===== src/rtl/alu_sched.sv =====
// Two-requester round-robin scheduler in front of one registered ALU.
// Latency: accept T, ALU pulse T+1, response valid T+2+ALU_LAT (T+1 for a rejected command).
// Backpressure: holds the response until rsp_ready; no new command is accepted until the response completes.
//
// Ports:
//   clk, rst_n                 clock, asynchronous active-low reset
//   req_valid/req_ready        per-requester command handshake (ready is one-hot or zero)
//   req0_cmd, req1_cmd         {a_en, b_en, a_op[2:0], b_op[1:0], A[4:0], B[4:0]}
//   alu_*                      ALU control/operand pins; alu_c is the ALU result input
//   rsp_valid/rsp_ready        response handshake carrying rsp_id, rsp_data, rsp_err
//   busy                       high whenever the scheduler is not idle
module alu_sched #(
   parameter int ALU_LAT = 1
) (
   input  logic        clk,
   input  logic        rst_n,
   input  logic [1:0]  req_valid,
   output logic [1:0]  req_ready,
   input  logic [16:0] req0_cmd,
   input  logic [16:0] req1_cmd,
   output logic        alu_en,
   output logic        alu_a_en,
   output logic        alu_b_en,
   output logic [2:0]  alu_a_op,
   output logic [1:0]  alu_b_op,
   output logic [4:0]  alu_a,
   output logic [4:0]  alu_b,
   input  logic [5:0]  alu_c,
   output logic        rsp_valid,
   input  logic        rsp_ready,
   output logic        rsp_id,
   output logic [5:0]  rsp_data,
   output logic        rsp_err,
   output logic        busy
);

   typedef enum logic [1:0] {IDLE, ISSUE, WAIT, RESP} state_t;

   localparam logic [3:0] CNT_INIT = 4'(ALU_LAT - 1);

   state_t      state_q, state_d;
   logic        last_q;
   logic [16:0] cmd_q;
   logic        id_q;
   logic        err_q;
   logic [5:0]  data_q;
   logic [3:0]  cnt_q;

   logic        gnt;
   logic        accept;
   logic        rej;
   logic [16:0] cmd_sel;

   // A sole requester always wins; on a tie the one not granted last wins.
   always_comb begin
      gnt = ~last_q;
      if (req_valid == 2'b01) begin
         gnt = 1'b0;
      end else if (req_valid == 2'b10) begin
         gnt = 1'b1;
      end
   end

   assign accept  = (state_q == IDLE) && (req_valid != 2'b00);
   assign cmd_sel = gnt ? req1_cmd : req0_cmd;
   assign rej     = ~cmd_sel[16] & ~cmd_sel[15];

   // State register
   always_ff @(posedge clk or negedge rst_n) begin
      if (!rst_n) begin
         state_q <= IDLE;
      end else begin
         state_q <= state_d;
      end
   end

   // Next-state logic
   always_comb begin
      state_d = state_q;
      case (state_q)
         IDLE:  if (accept) state_d = rej ? RESP : ISSUE;
         ISSUE: state_d = WAIT;
         WAIT:  if (cnt_q == 4'd0) state_d = RESP;
         RESP:  if (rsp_ready) state_d = IDLE;
         default: state_d = IDLE;
      endcase
   end

   // Output logic; req_ready is forced low while reset is asserted
   always_comb begin
      alu_en    = (state_q == ISSUE);
      rsp_valid = (state_q == RESP);
      busy      = (state_q != IDLE);
      req_ready = 2'b00;
      if (rst_n && accept) begin
         req_ready = gnt ? 2'b10 : 2'b01;
      end
   end

   // Datapath. A rejected command leaves cmd_q alone so the ALU pins keep
   // the last issued values and the ALU never sees it.
   always_ff @(posedge clk or negedge rst_n) begin
      if (!rst_n) begin
         last_q <= 1'b1;
         cmd_q  <= '0;
         id_q   <= 1'b0;
         err_q  <= 1'b0;
         data_q <= '0;
         cnt_q  <= '0;
      end else begin
         if (accept) begin
            last_q <= gnt;
            id_q   <= gnt;
            err_q  <= rej;
            if (rej) begin
               data_q <= '0;
            end else begin
               cmd_q <= cmd_sel;
            end
         end
         if (state_q == ISSUE) begin
            cnt_q <= CNT_INIT;
         end else if (state_q == WAIT && cnt_q != 4'd0) begin
            cnt_q <= cnt_q - 4'd1;
         end
         if (state_q == WAIT && cnt_q == 4'd0) begin
            data_q <= alu_c;
         end
      end
   end

   assign alu_a_en = cmd_q[16];
   assign alu_b_en = cmd_q[15];
   assign alu_a_op = cmd_q[14:12];
   assign alu_b_op = cmd_q[11:10];
   assign alu_a    = cmd_q[9:5];
   assign alu_b    = cmd_q[4:0];
   assign rsp_id   = id_q;
   assign rsp_data = data_q;
   assign rsp_err  = err_q;

endmodule

===== config.mk =====
export PLATFORM = sky130hd
export DESIGN_NAME = alu_sched
export DESIGN_NICKNAME = d
export VERILOG_FILES = /design/src/rtl/alu_sched.sv
export SDC_FILE = /design/constraint.sdc
export NUM_CORES = 1
export LEC_CHECK = 0
export CAP_MARGIN = 20
export CORE_MARGIN = 10
export CORE_UTILIZATION = 28
export CTS_CLUSTER_SIZE = 40
export DETAILED_ROUTE_END_ITERATION = 10
export GPL_ROUTABILITY_DRIVEN = 0
export PLACE_DENSITY_LB_ADDON = 0.05
export SYNTH_ARGS = -nofsm -noshare
export SYNTH_HDL_FRONTEND = slang
export SYNTH_SLANG_ARGS = --single-unit

===== constraint.sdc =====
create_clock -name clk -period 2.64 [get_ports clk]
set_clock_uncertainty 0.05 [all_clocks]
set_input_delay 0.264 -clock clk [delete_from_list [all_inputs] [get_ports clk]]
set_output_delay 0.264 -clock clk [all_outputs]
set_load 0.05 [all_outputs]

# [Word level (Yosys, flattened, before mapping)]
# Index checks and enable logic that the tools add are counted.
# W data, S select, Z words.
[totals] out_inout_bits=30 register_bits=32 in_bits=45 word_cells=51
[classes] n_bitwise=5 mux=15 addsub=1 n_reduce_logical=15 n_eq_ne=8
[op_table] op="$mux W6" n=3
[op_table] op="$mux W17" n=1
[op_table] op="$mux W2" n=6
[op_table] op="$reduce_bool A2 Y1" n=5
[op_table] op="$mux W4" n=2
[op_table] op="$pmux W2 S4" n=1
[op_table] op="$eq A2 B2 Y1 const B" n=3
[op_table] op="$eq A2 B1 Y1 const B" n=2
[op_table] op="$logic_and A1 B1 Y1" n=4
[op_table] op="$logic_not A4 Y1" n=1
[op_table] op="$ne A2 B2 Y1 const B" n=2
[op_table] op="$not A1 Y1" n=4
[op_table] op="$reduce_and A2 Y1" n=2
[op_table] op="$reduce_bool A4 Y1" n=1
[op_table] op="$sub A4 B1 Y4 const B" n=1
[op_table] op="$reduce_and A3 Y1" n=1
[op_table] op="$logic_not A2 Y1" n=1
[op_table] op="$mux W1" n=2
[op_table] op="$ne A2 B1 Y1 const B" n=1
[op_table] op="$and A1 B1 Y1" n=1

# [Logic depth before layout (Yosys ltp)]
# Gate-level depths: netlist of run 1.
[logic_depth] word_depth=9 mapped_depth=7 depth_no_buf=7

# [Worst setup path before layout of run 1]
# OpenSTA, ideal clock, no wires.
[synth_path] path_type="register to register" startpoint="reg last_q" endpoint="reg cmd_q[10]" slack_ns=0.580 stages_incl_launch_ff=7 setup_time_ns=0.125 n_path_buf=1 synth_period_minus_slack_ns=2.060 t_arrival_ns=1.885 cell_sequence="dfstp_2 > nand2_2 > a21oi_4 > mux2i_2 > a21oi_4 > buf_12 > mux2_4"
[synth_between] elab_chain_cells=8
[synth_lines] element="start, declared" line_no="42" source="logic last_q;"
[synth_lines] element="start signal, assigned" line_no="112" source="last_q <= gnt;"
[synth_lines] element="$not A1 Y1 (*)" line_no="56" source="gnt = ~last_q;"
[synth_lines] element="$mux W1 (*)" line_no="59" source="end else if (req_valid == 2'b10) begin"
[synth_lines] element="$mux W1 (*)" line_no="57" source="if (req_valid == 2'b01) begin"
[synth_lines] element="$mux W17 (*)" line_no="65" source="assign cmd_sel = gnt ? req1_cmd : req0_cmd;"
[synth_lines] element="$not A1 Y1" line_no="66" source="assign rej = ~cmd_sel[16] & ~cmd_sel[15];"
[synth_lines] element="$and A1 B1 Y1" line_no="66"
[synth_lines] element="$not A1 Y1 (no line)"
[synth_lines] element="$reduce_and A2 Y1 (no line)"
[synth_lines] element="end signal, assigned" line_no="118" source="cmd_q <= cmd_sel;"
[synth_lines] element="end, declared" line_no="43" source="logic [16:0] cmd_q;"
# Mark *: on every way between the ends. The rest lies on a longest branch, timed or not.
# A chain may end at the register's enable or synchronous reset.

# [Final worst setup path of run 1]
[layout_path] startpoint="reg state_q[1]" endpoint="out busy"
[layout_between] elab_chain_cells=1
[layout_lines] element="start, declared" line_no="41" source="state_t state_q, state_d;"
[layout_lines] element="start signal, assigned" line_no="73" source="state_q <= state_d;"
[layout_lines] element="$reduce_bool A2 Y1" line_no="93" source="busy = (state_q != IDLE);"
[layout_lines] element="end, declared" line_no="34" source="output logic busy"
# No other way between the ends.

==> flow_summary.ini, run 1 <==
[critical_path]
regToRegSetupSlack_ns = 0.41
ff2ff_path_depth = 6
worstSetupPathType = flop to output port
cp_cell_sequence = inv_1 > ha_1 > inv_1 > clkdlybuf4s50_1
cp_top_family = buffers and inverters
start_kind = flop
reg2reg_from = state_q[1]
crit_path_end_kind = output port
cpMostUsedCell = inv_1
critPathBufInv = 3
worst_ep_required_time_ns = 2.33
cpPeakStageDelay_ns = 0.80
crit_fanout = 9
cp_slowest_cell = clkdlybuf4s50_1
r2r-end = cmd_q[1]
worstPathArrival_ns = 1.93

[clock_tree]
clkLatencyLatePin_ns = 0.28
cts_max_level = 2
cts_setup_buffers = 0
cts_resized = 0
cts_tree = yes
cts_buffer_depth = 2
ctsHoldBuffers = 0
cts_sinks = 32
clock-root-buffer = clkbuf_8
cts_inserted_buffers = 5
clkTransAtPathRegs_ns = 0.06

[synthesis]
synth_seq_cells = 32
synthCells = 132
ys_seq_area_frac = 0.481
synth_cell_types = 29
syn_avg_cell_area_um2 = 12.6
syn_nets = 184
ys_warn_count = 0
synth_area_um2 = 1670

[routing]
drt_iter0_drc = 11
dr.pass1.iters = 6
drc = 0
wirelength_um = 4410
postRouteAntennaNets = 0
viasPerCell = 4.43
vias = 1286
wl_per_cell_um = 15.2

[timing]
tns_ns = 0
hold_viol = 0
whs_ns = 0.406
timing.fmax_mhz = 445
slew_violations = 0
period_share = 0.850
max_slew_margin = 0.567
worstMarginPinSlew_ns = 0.648
period_minus_slack_ns = 2.24
setup_viol = 0
grt_setup_unrepaired = no

[global_route]
grt_start_max_net_pins = 33
grtUsageTotal = 0.0947
antenna_found_initial = 0
overflow = 0
grt_pass1_vias = 1474
grt_pass1_wl_um = 7300

[floorplan]
ios = 75
start_util = 0.285
core_area_um2 = 5850
placementRows = 28
die_area_um2 = 9450
die_w_um = 97.2
fp.dieH_um = 97.2

[power]
p_seq_frac = 0.257
p_sw_frac = 0.464
internal_power_w = 0.00178
p_clk_frac = 0.114
p_leak_nw = 1.12
powerDensity_nw_per_um2 = 1270
vdd_drop_max_mv = 0.575
combPwrFrac = 0.629
net-switching-power_w = 0.00154

[min_path]
min_path_type = primary input to async pin

[cells_and_area]
seq_area_um2 = 802
multiInputGateArea_um2 = 802
diodes = 0
nFillCells = 520
drive_gt1_frac = 0.228
syn_to_final_growth_pct = 57.0
fin_nets = 266

[place]
hpwl_um = 3550
portBuffers = 74

[outcome]
status = finished, final reports clean

[run]
cap_violations = 0
## power by group through the flow
stage / Combinational [W] / Sequential [W] / Clock (W)
2_1_floorplan: 0.000771 / 0.00150 / 0
3_3_place_gp: 0.00209 / 0.000858 / 0
3_5_place_dp: 0.00211 / 0.000856 / 0
4_1_cts: 0.00211 / 0.000857 / 0.000398
5_1_grt: 0.00221 / 0.000886 / 0.000421
6_report: 0.00209 / 0.000852 / 0.000377
## flip-flops by register name (all words and copies together) (netlist names)
signal	count
cmd_q	17
cnt_q	4
last_q	1
rsp_data	6
rsp_err	1
rsp_id	1
state_q	2
## cell type report
cell class,instances,area share
Clock buffer,8,0.0344
Sequential cell,32,0.306
Tap cell,75,0.0358
Multi-Input combinational cell,87,0.306
Inverter,9,0.0129
Timing Repair Buffer,79,0.305
## synthesized netlist by cell type
library cell	n	area (µm²)
dfrtp_1	31	776
mux2_2	20	225
mux2_4	10	150
inv_1	9	33.8
nor2_1	8	30.0
ha_1	7	87.6
a22o_1	6	52.6
o21ai_0	6	30.0
a21oi_1	4	20.0
nand2_1	4	15.0
a31oi_1	3	18.8
clkbuf_1	3	11.3
a21oi_4	2	32.5
mux2i_2	2	27.5
nand3_1	2	10.0
xnor2_1	2	17.5
a221oi_1	1	8.76
a32o_1	1	10.0
and4_1	1	8.76
buf_12	1	20.0
dfstp_2	1	26.3
nand2_2	1	6.26
nor2b_1	1	6.26
nor4_1	1	6.26
nor4b_1	1	8.76
o21ai_1	1	5.00
o31a_1	1	8.76
o31ai_1	1	7.51
xor2_1	1	8.76
## layer usage
metal  up-vias  track usage  part of all wire
met2        40        0.168              0.52
li1        632            -                 -
met1       608       0.0912              0.38
met3         6       0.0469             0.082
met5         -            0                 0
met4         0       0.0375             0.012
## layout by cell type (no fill, tap or decap), drive strengths merged
cell type      instances
and4                   1
clkbuf                 8
nand3                  2
mux2                  30
dfrtp                 31
a221oi                 1
mux2i                  2
a31oi                  3
a21oi                  6
o31ai                  1
nand2                  5
o21ai                  7
inv                    9
ha                     7
buf                    7
nor4                   1
xor2                   1
nor4b                  1
a32o                   1
a22o                   6
nor2b                  1
o31a                   1
xnor2                  2
dfstp                  1
clkdlybuf4s50         72
nor2                   8
## how the worst max path moves through the flow
stage	slack, ns	end	startpoint	cells past startpoint
6_report	0.40	busy	state_q[1]	4
2_1_floorplan	0.58	cmd_q[10]	last_q	6
5_1_grt	0.26	cmd_q[0]	state_q[1]	6
3_5_place_dp	0.10	cmd_q[1]	req_valid[0]	6
3_3_place_gp	0.17	cmd_q[4]	req_valid[0]	6
4_1_cts	0.37	busy	state_q[1]	4
## cells by family after synthesis
logic type                 after synthesis  share of synthesized area
muxes                                   32                      0.241
DFF                                     32                      0.481
AOI/OAI and AO/OA                       26                      0.116
and+or+nand+nor                         19                     0.0547
buffers and inverters                   13                     0.0390
adders and majority gates                7                     0.0525
xor gates and xnor gates                 3                     0.0157
## metrics by stage
stage          cell area [µm²]  power (W)  setup slack, ns  utilization  instances
2_1_floorplan             1670    0.00227            0.580            -        132
3_3_place_gp              2530    0.00295            0.167        0.432        282
3_5_place_dp              2530    0.00297            0.103        0.432        282
4_1_cts                   2620    0.00337            0.374        0.448        290
5_1_grt                   2620    0.00352            0.262        0.448        290
6_report                  2620    0.00332            0.395        0.448        290
(Power assumes the default switching activity.)
==> run 2, diff against run 1 <==
--- a/config.mk
+++ b/config.mk
@@ -8,7 +8,7 @@
 export CAP_MARGIN = 20
 export CORE_MARGIN = 10
 export CORE_UTILIZATION = 28
-export CTS_CLUSTER_SIZE = 40
+export CTS_CLUSTER_SIZE = 14
 export DETAILED_ROUTE_END_ITERATION = 10
 export GPL_ROUTABILITY_DRIVEN = 0
 export PLACE_DENSITY_LB_ADDON = 0.05
==> results of run 2 <==
No change in the layout: final DEF, timing and power equal those of run 1.
==> run 3, diff against run 2 <==
--- a/config.mk
+++ b/config.mk
@@ -7,7 +7,7 @@
 export LEC_CHECK = 0
 export CAP_MARGIN = 20
 export CORE_MARGIN = 10
-export CORE_UTILIZATION = 28
+export CORE_UTILIZATION = 40
 export CTS_CLUSTER_SIZE = 14
 export DETAILED_ROUTE_END_ITERATION = 10
 export GPL_ROUTABILITY_DRIVEN = 0
==> run 3 against run 2 <==
Effect of this change: global-route usage up 3.4 points; first-iteration DRC count grew to 7.8 times the previous value; die area fell by 24%; register-to-register slack worse by 0.08 ns; cell count decreased by 8.3%; sequential share of layout area increased by 0.073 points; via count rose by 3.0%; clock power is 21% higher; largest cell class is now non-clock buffers; highest routed layer unchanged; critical path type is now flop to flop.
==> flow_summary.ini, run 3 (synthesis gave the netlist of run 1 again) <==
[run]
cap_violations = 0

[critical_path]
cp_cell_sequence = inv_1 > ha_1 > o21ai_1 > a21oi_4 > mux2_2
crit_fanout = 15
cp_slowest_cell = a21oi_4
crit_path_end_kind = flop
worstSetupPathType = flop to flop
regToRegSetupSlack_ns = 0.33
cpPeakStageDelay_ns = 0.56
cp_top_family = compound AO/OA/AOI/OAI gates
worst_ep_required_time_ns = 2.75
critPathBufInv = 1
worstPathArrival_ns = 2.42
start_kind = flop

[cells_and_area]
largest_reg_flops = 17
diodes = 0
most-common-layout-cells = clkdlybuf4s50_1 (72), dfrtp_1 (31), mux2_2 (20), mux2_4 (10), inv_1 (9)
fin_nets = 267
final_common_cell = clkdlybuf4s50_1
nFillCells = 320
drive_gt1_frac = 0.236
syn_to_final_growth_pct = 56.6
max_flop_register = cmd_q

[global_route]
overflow = 0
grtUsageTotal = 0.129
grt_pass1_wl_um = 7410
antenna_found_initial = 0
grt_start_max_net_pins = 19
grt_pass1_vias = 1540

[outcome]
status = finished, final reports clean

[clock_tree]
clock-root-buffer = clkbuf_8
cts_max_level = 2
cts_inserted_buffers = 5
clkTransAtPathRegs_ns = 0.07
cts_buffer_depth = 2
cts_sinks = 32
cts_resized = 0
cts_setup_buffers = 0
ctsHoldBuffers = 0
cts_tree = yes
clkLatencyLatePin_ns = 0.28

[place]
hpwl_um = 3730
portBuffers = 74

[timing]
whs_ns = 0.286
max_slew_margin = 0.598
slew_violations = 0
timing.fmax_mhz = 433
period_share = 0.876
grt_setup_unrepaired = no
period_minus_slack_ns = 2.31
tns_ns = 0
setup_viol = 0
hold_viol = 0
worstMarginPinSlew_ns = 0.602

[floorplan]
die_w_um = 84.6
start_util = 0.414
fp.dieH_um = 84.6
die_area_um2 = 7160
ios = 75
core_area_um2 = 4030
placementRows = 23

[power]
p_leak_nw = 1.14
p_seq_frac = 0.251
powerDensity_nw_per_um2 = 1300
p_clk_frac = 0.134
combPwrFrac = 0.615
net-switching-power_w = 0.00156
internal_power_w = 0.00184
total_power_w = 0.00340
p_sw_frac = 0.459
vdd_drop_max_mv = 0.603

[routing]
postRouteAntennaNets = 0
drc = 0
dr.pass1.iters = 4
viasPerCell = 4.98
vias = 1325
wl_per_cell_um = 17.4
wirelength_um = 4620
drt_iter0_drc = 86

[min_path]
min_path_type = primary input to async pin
==> run 3: cell types whose count changed in the layout (fill, tap and decap cells not counted), sizes merged <==
cell / delta
clkinv: +1
clkbuf: -2
buf: +1
bufinv: +1
==> run 3: power groups by stage <==
stage / sequential, W / combinational [W] / clock, W
floorplan: 0.00150 / 0.000771 / 0
global placement: 0.000846 / 0.00208 / 0
detailed placement: 0.000856 / 0.00212 / 0
CTS: 0.000856 / 0.00212 / 0.000467
global route: 0.000883 / 0.00220 / 0.000489
finish: 0.000854 / 0.00209 / 0.000458
==> run 3: per-layer routing <==
layer	global-route usage	share of wire	vias up
li1	-	-	635
met1	0.118	0.36	650
met2	0.240	0.56	34
met3	0.0618	0.066	6
met4	0.0434	0.011	0
met5	0	0	-
==> run 3: area by class of cell <==
cell class,count,area (µm²),share of cell area
Clock buffer,6,72.6,0.0278
Timing Repair Buffer,80,806,0.308
Multi-Input combinational cell,87,802,0.307
Inverter,9,33.8,0.0129
Clock inverter,2,35.0,0.0134
Sequential cell,32,802,0.307
Tap cell,50,62.6,0.0239
==> run 3: path summary, 6_finish.rpt <==
check	start	end	cells after the start
worst max-delay path	state_q[0]	cmd_q[3]	5
worst min register to register	rsp_err	rsp_err	2
max in group asynchronous	rst_n	last_q	2
worst max register to register	state_q[0]	cmd_q[3]	5
min in group clk	rsp_err	rsp_err	2
worst min-delay path	rst_n	cmd_q[16]	2
==> run 3: metrics by stage <==
stage / util / cells / setup slack (ns) / area [µm²]
finish: 0.649 / 266 / 0.329 / 2610
global route: 0.649 / 266 / 0.170 / 2610
CTS: 0.649 / 266 / 0.309 / 2610
detailed placement: 0.622 / 258 / 0.164 / 2510
global placement: 0.622 / 258 / 0.235 / 2510
floorplan: - / 132 / 0.580 / 1670
